[config.mk]
export PLATFORM = sky130hd
export DESIGN_NAME = alu_nibble_seq
export DESIGN_NICKNAME = d
export VERILOG_FILES = /design/src/rtl/alu_pkg.sv /design/src/rtl/alu4.sv /design/src/rtl/alu_nibble_seq.sv
export SDC_FILE = /design/constraint.sdc
export NUM_CORES = 1
export LEC_CHECK = 0
export ABC_CLOCK_PERIOD_IN_PS = 3640
export CORE_MARGIN = 10
export CORE_UTILIZATION = 45
export CTS_CLUSTER_SIZE = 12
export DETAILED_ROUTE_END_ITERATION = 10
export PLACE_DENSITY = 0.77
export SYNTH_ARGS = -nofsm -noshare
export SYNTH_HDL_FRONTEND = slang
export SYNTH_SLANG_ARGS = --single-unit
[constraint.sdc]
create_clock -name clk -period 3.64 [get_ports clk]
set_input_delay 0.91 -clock clk [delete_from_list [all_inputs] [get_ports clk]]
set_output_delay 0.91 -clock clk [all_outputs]
set_load 0.1 [all_outputs]
[src/rtl/alu_pkg.sv]
// Shared ALU operation encodings and the legality check used by the nibble
// sequencer and its alu4 slice.
package alu_pkg;

    typedef enum logic [2:0] {
        ALU_PASS_B   = 3'b000,
        ALU_ADD      = 3'b010,
        ALU_SUBTRACT = 3'b011,
        ALU_AND      = 3'b100,
        ALU_OR       = 3'b101,
        ALU_XOR      = 3'b110
    } alu_ctrl_t;

    function automatic logic alu_ctrl_legal(input logic [2:0] ctrl);
        return (ctrl != 3'b001) && (ctrl != 3'b111);
    endfunction

endpackage

[src/rtl/alu4.sv]
// 4-bit ALU slice with carry in/out and group propagate/generate for
// carry-lookahead use; SUB is a + ~b + c_in.
module alu4
    import alu_pkg::*;
(
    input  logic [3:0] a,
    input  logic [3:0] b,
    input  logic       cIn,
    input  logic [2:0] ctrl,
    output logic [3:0] aluOut,
    output logic       cOut,
    output logic       pg,
    output logic       gg
);

    logic [3:0] b_x;
    logic [3:0] p;
    logic [3:0] g;
    logic [4:0] sum;

    assign b_x = (ctrl == ALU_SUBTRACT) ? ~b : b;
    assign p   = a ^ b_x;
    assign g   = a & b_x;
    assign sum = {1'b0, a} + {1'b0, b_x} + {4'b0000, cIn};
    assign pg  = &p;
    assign gg  = g[3] | (p[3] & g[2]) | (p[3] & p[2] & g[1]) | (p[3] & p[2] & p[1] & g[0]);

    always_comb begin
        aluOut = 4'h0;
        cOut   = 1'b0;
        case (ctrl)
            ALU_PASS_B:   aluOut = b;
            ALU_ADD,
            ALU_SUBTRACT: {cOut, aluOut} = sum;
            ALU_AND:      aluOut = a & b;
            ALU_OR:       aluOut = a | b;
            ALU_XOR:      aluOut = a ^ b;
            default:      aluOut = 4'h0;
        endcase
    end

endmodule

[src/rtl/alu_nibble_seq.sv]
// WIDTH-bit ALU built from one alu4 slice stepped a nibble per cycle, LSB first.
// Define ALU_NIBBLE_SEQ_FLAGS_EN to build the carry/ovf/neg/zero flag logic.
module alu_nibble_seq
    import alu_pkg::*;
#(
    parameter int WIDTH = 16
) (
    input  logic             clk,
    input  logic             reset_n,
    input  logic             in_valid,
    output logic             in_ready,
    input  logic [WIDTH-1:0] in_a,
    input  logic [WIDTH-1:0] in_b,
    input  logic [2:0]       in_ctrl,
    output logic             out_valid,
    input  logic             out_ready,
    output logic [WIDTH-1:0] out_result,
    output logic             out_carry,
    output logic             out_ovf,
    output logic             out_neg,
    output logic             out_zero,
    output logic             out_err
);

    localparam int N     = WIDTH / 4;
    localparam int IDX_W = (N > 1) ? $clog2(N) : 1;

    typedef enum logic [1:0] {
        S_IDLE,
        S_RUN,
        S_DONE
    } seq_state_t;

    seq_state_t       state_q, state_d;
    logic [WIDTH-1:0] a_q, a_d;
    logic [WIDTH-1:0] b_q, b_d;
    logic [2:0]       ctrl_q, ctrl_d;
    logic [IDX_W-1:0] idx_q, idx_d;
    logic             carry_q, carry_d;
    logic [WIDTH-1:0] res_q, res_d;
    logic             err_q, err_d;
    logic             in_ready_q, in_ready_d;
    logic             out_valid_q, out_valid_d;

    logic [3:0] nib_a, nib_b, alu_out;
    logic       alu_cout;
    logic       ctrl_ok;
    logic       accept;
    logic       last_nib;

    assign nib_a    = a_q[idx_q*4 +: 4];
    assign nib_b    = b_q[idx_q*4 +: 4];
    assign ctrl_ok  = alu_ctrl_legal(ctrl_q);
    assign accept   = (state_q == S_IDLE) && in_ready_q && in_valid;
    assign last_nib = (state_q == S_RUN) && (idx_q == IDX_W'(N - 1));

    alu4 u_alu4 (
        .a      (nib_a),
        .b      (nib_b),
        .cIn    (carry_q),
        .ctrl   (ctrl_q),
        .aluOut (alu_out),
        .cOut   (alu_cout),
        .pg     (),
        .gg     ()
    );

    always_comb begin
        state_d  = state_q;
        a_d      = a_q;
        b_d      = b_q;
        ctrl_d   = ctrl_q;
        idx_d    = idx_q;
        carry_d  = carry_q;
        res_d    = res_q;
        err_d    = err_q;
        case (state_q)
            S_IDLE: begin
                if (accept) begin
                    a_d     = in_a;
                    b_d     = in_b;
                    ctrl_d  = in_ctrl;
                    idx_d   = '0;
                    carry_d = in_ctrl[0];
                    res_d   = '0;
                    err_d   = 1'b0;
                    state_d = S_RUN;
                end
            end
            S_RUN: begin
                // illegal ops still take N cycles but never expose slice output
                res_d[idx_q*4 +: 4] = ctrl_ok ? alu_out : 4'h0;
                carry_d = alu_cout;
                idx_d   = idx_q + 1'b1;
                if (last_nib) begin
                    err_d   = ~ctrl_ok;
                    state_d = S_DONE;
                end
            end
            S_DONE: begin
                if (out_ready) begin
                    state_d = S_IDLE;
                end
            end
            default: state_d = S_IDLE;
        endcase
        in_ready_d  = (state_d == S_IDLE);
        out_valid_d = (state_d == S_DONE);
    end

    always_ff @(posedge clk or negedge reset_n) begin
        if (!reset_n) begin
            state_q     <= S_IDLE;
            a_q         <= '0;
            b_q         <= '0;
            ctrl_q      <= '0;
            idx_q       <= '0;
            carry_q     <= 1'b0;
            res_q       <= '0;
            err_q       <= 1'b0;
            in_ready_q  <= 1'b0;
            out_valid_q <= 1'b0;
        end else begin
            state_q     <= state_d;
            a_q         <= a_d;
            b_q         <= b_d;
            ctrl_q      <= ctrl_d;
            idx_q       <= idx_d;
            carry_q     <= carry_d;
            res_q       <= res_d;
            err_q       <= err_d;
            in_ready_q  <= in_ready_d;
            out_valid_q <= out_valid_d;
        end
    end

    assign in_ready   = in_ready_q;
    assign out_valid  = out_valid_q;
    assign out_result = res_q;
    assign out_err    = err_q;

`ifdef ALU_NIBBLE_SEQ_FLAGS_EN
    logic cf_q, cf_d;
    logic ovf_q, ovf_d;
    logic neg_q, neg_d;
    logic zero_q, zero_d;
    logic is_arith;
    logic bx_msb;

    assign is_arith = ctrl_ok && (ctrl_q[2:1] == 2'b01);
    assign bx_msb   = ctrl_q[0] ? ~b_q[WIDTH-1] : b_q[WIDTH-1];

    always_comb begin
        cf_d   = cf_q;
        ovf_d  = ovf_q;
        neg_d  = neg_q;
        zero_d = zero_q;
        if (accept) begin
            cf_d   = 1'b0;
            ovf_d  = 1'b0;
            neg_d  = 1'b0;
            zero_d = 1'b0;
        end else if (last_nib) begin
            cf_d   = is_arith & alu_cout;
            ovf_d  = is_arith & (a_q[WIDTH-1] == bx_msb) & (res_d[WIDTH-1] != a_q[WIDTH-1]);
            neg_d  = res_d[WIDTH-1];
            zero_d = (res_d == '0);
        end
    end

    always_ff @(posedge clk or negedge reset_n) begin
        if (!reset_n) begin
            cf_q   <= 1'b0;
            ovf_q  <= 1'b0;
            neg_q  <= 1'b0;
            zero_q <= 1'b0;
        end else begin
            cf_q   <= cf_d;
            ovf_q  <= ovf_d;
            neg_q  <= neg_d;
            zero_q <= zero_d;
        end
    end

    assign out_carry = cf_q;
    assign out_ovf   = ovf_q;
    assign out_neg   = neg_q;
    assign out_zero  = zero_q;
`else
    assign out_carry = 1'b0;
    assign out_ovf   = 1'b0;
    assign out_neg   = 1'b0;
    assign out_zero  = 1'b0;
`endif

endmodule

==> metrics <==
status completed; Post-CTS Setup Bufs 0; Ys Warns 0; hold path depth 2; slack of the critical path ~0.58 ns; leakage around 1.9 nW; hold path endpoint a_q[6]$_DFFE_PN0P_; sequential fraction of the synthesis area 48.9%; Async SR Flop Fraction 100%; router iterations before antenna repair 4; Synth Area in Simple Gates 17.9%; commonest non-fill, non-tap cell in the layout nand2_1; Hold Startpoint a_q[6]$_DFFE_PN0P_; # hold bufs at CTS 0; power per standard cell area slightly above 1000 nW/µm²; Core ar. between 6000 and 7000 µm²; total overflow reported by the global router 0; CTS tree yes; slowest stage delay, CP between 0.4 and 0.5 ns; Max clock buf depth 2; R2R setup slack 0.58 ns; Startpoint Class register; cell breakdown of the critical path nor2b_1 > nand2_1 > xnor2_1 > fa_1 > inv_1 > fa_1 > a222oi_1 > nand2_1 > a22o_1; post-CTS sizing 0; Root Driver clkbuf_8; Area growth, synth to finish 24.4%; largest net degree at the start of global routing 43; dominant synthesized flop cell dfrtp_1; nets@finish 423; period utilization a little over four fifths; Wirelength per Cell about 15 µm; synthesized area between 3000 and 4000 µm²; number of I/O pins 62; DR vias/cell approximately 5.1; final setup vio count 0; Rel. slew slack about a third; WL final between 6000 and 7000 µm; top cell type by total area after synthesis dfrtp_1; required time of the worst setup path about 3.9 ns; critical path class reg -> reg; # diodes 0; post-route ant nets 0; # port buffers 57; Worst Skew 0.00577 ns; FF-to-FF path depth 9; initial antenna violation count 0; CP max-delay cell dfrtp_1; CTS buffer count 9; Multi-input gate area between 1000 and 1500 µm²; initial core utilization between 40% and 50%; Synth Area in XOR/XNOR approximately 2%; CP arrival 3.29 ns; clock sink count 59; first-pass GRT wire length between 10,000 and 15,000 µm; H-tree levels 3; fraction of layout cells with a size suffix above 1 between 10 and 15%; gpl congestion ~0.94; vias in the first global route 2,368; Hold Fails Final Rpt 0; worst-margin pin slew just under 1 ns; largest family of logic cells by synthesized area simple AND/OR/NAND/NOR gates; Max-Cap Viols 0; total number of vias about 2,300; multiplexer area fraction after synthesis under 10%; Post-DP HPWL around 5000 µm; #FFs+latches synth 59; Max Fclk between 300 and 400 MHz; Die Y between 100 and 150 µm; VDD IR max slightly above 0.0004 V; Compound-Gate Fraction of Synth Area under 10%; Worst setup EP type register; FF-to-FF End out_result[5]$_DFFE_PN0P_; Die Area ~10,000 µm²; CP max FO 10; DRT iter0 DRCs between 100 and 150; leading cell types in the layout, fill and taps excluded 113 x nand2_1, 59 x dfrtp_1, 39 x clkdlybuf4s50_1; Adder-Cell Fraction of Synth Area under 10%; register area roughly 1500 µm²; number of remaining DRC errors 0; final slew viol count 0; Post-synth EDFFs 0; Mapped Cells just over 300; row cnt 29; Synth area leaders dfrtp_1 49%, nand2_1 14%, ha_1 6.6%; clk_lat worst skew 0.34 ns; reg-to-reg critical path startpoint ctrl_q[2]$_DFFE_PN0P_; Post-Place Worst Slack approximately 0.61 ns; Distinct cells, synth 38; fillers roughly 550; CTS clk-pin slew, worst paths around 0.07 ns; top-area cell type share of the netlist area roughly half; RSZ-0062 raised after global routing no; TNS Setup 0 ns; syn avg cell area between 9 and 10 µm²; DIE WIDTH ~100 µm; Hold WC Path Type reg -> reg; Total GRT Usage around 13%; Final min period around 3 ns
-- kinds of logic (layout without fill, tap and decap cells) --
family	count (synthesis)	count (layout)
AO/OA/AOI/OAI	40	40
XOR/XNOR	7	7
adder cells (fa/ha/maj)	18	18
buffers and inverters	35	94
flip-flops	59	59
multiplexers	15	15
other	1	4
AND/OR/NAND/NOR	133	133
-- where the power goes --
group / switching (W) / internal (W) / total, W / leakage, nW
clock: 0.000256 / 0.000257 / 0.000514 / 0.0839
combinational: 0.00140 / 0.000791 / 0.00219 / 1.04
sequential: 0.000198 / 0.000924 / 0.00112 / 0.759
total: 0.00186 / 0.00197 / 0.00383 / 1.88
-- through the flow --
step | util (%) | total power, W | cells | hold slack [ns] | area [µm²]
3_5_place_dp | 55.9 | 0.00332 | 432 | 0.461 | 3590
4_1_cts | 58.5 | 0.00385 | 447 | 0.479 | 3760
2_1_floorplan | - | 0.00281 | 311 | 0.437 | 3030
3_3_place_gp | 55.9 | 0.00326 | 432 | 0.457 | 3590
5_1_grt | 58.5 | 0.00413 | 447 | 0.500 | 3760
6_report | 58.5 | 0.00383 | 447 | 0.473 | 3760
-- worst max path at each step --
| stage | slack (ns) | startpoint | end | cells after the start |
|---|---|---|---|---|
| 6_report | 0.58 | ctrl_q[2]$_DFFE_PN0P_ | out_result[5]$_DFFE_PN0P_ | 9 |
| 5_1_grt | 0.43 | ctrl_q[2]$_DFFE_PN0P_ | out_result[2]$_DFFE_PN0P_ | 10 |
| 4_1_cts | 0.61 | ctrl_q[2]$_DFFE_PN0P_ | out_result[5]$_DFFE_PN0P_ | 9 |
| 3_5_place_dp | 0.61 | idx_q[0]$_DFFE_PN0P_ | out_result[7]$_DFFE_PN0P_ | 8 |
| 3_3_place_gp | 0.67 | ctrl_q[2]$_DFFE_PN0P_ | out_result[1]$_DFFE_PN0P_ | 9 |
| 2_1_floorplan | 0.83 | idx_q[0]$_DFFE_PN0P_ | out_result[1]$_DFFE_PN0P_ | 10 |
-- critical path: cells and delay by family, from the launching register on --
kind	cells	cell delay, ns
compound gates	2	0.56
xor+xnor	1	0.20
fa+ha+maj	2	0.80
buf+inv	1	0.13
flops	1	0.49
simple gates	3	0.77
-- per-layer routing --
layer / global-route usage [%] / share of wire (%) / vias to the layer above
met3: 6.14 / 7.3 / 10
met2: 21.1 / 44 / 67
met4: 4.12 / 1.2 / 0
li1: - / - / 1133
met1: 16.2 / 47 / 1050
met5: 0 / 0 / -
-- Yosys cell counts (all sizes together), types with 4 or more instances --
cell type / number
mux2: 5
o21ai: 9
a22o: 12
nand2: 113
mux4: 7
inv: 16
ha: 16
a21oi: 6
xnor2: 4
dfrtp: 59
and3: 4
buf: 12
clkbuf: 7
-- sequential cells by signal, indices dropped and copies added, names as in the netlist --
signal	flops
out_valid	1
out_result	16
b_q	16
out_err	1
carry_q	1
idx_q	2
ctrl_q	3
state_q	2
a_q	16
in_ready	1
-- cell type report --
class,instances,share of cell area [%]
sequential,59,39.3
multi-input combinational,217,37.0
timing repair buffer,63,15.1
clock buffer,10,3.66
tap,77,2.56
inverter,16,1.60
clock inverter,5,0.799
No activity file was read; power rests on OpenSTA's default activity.
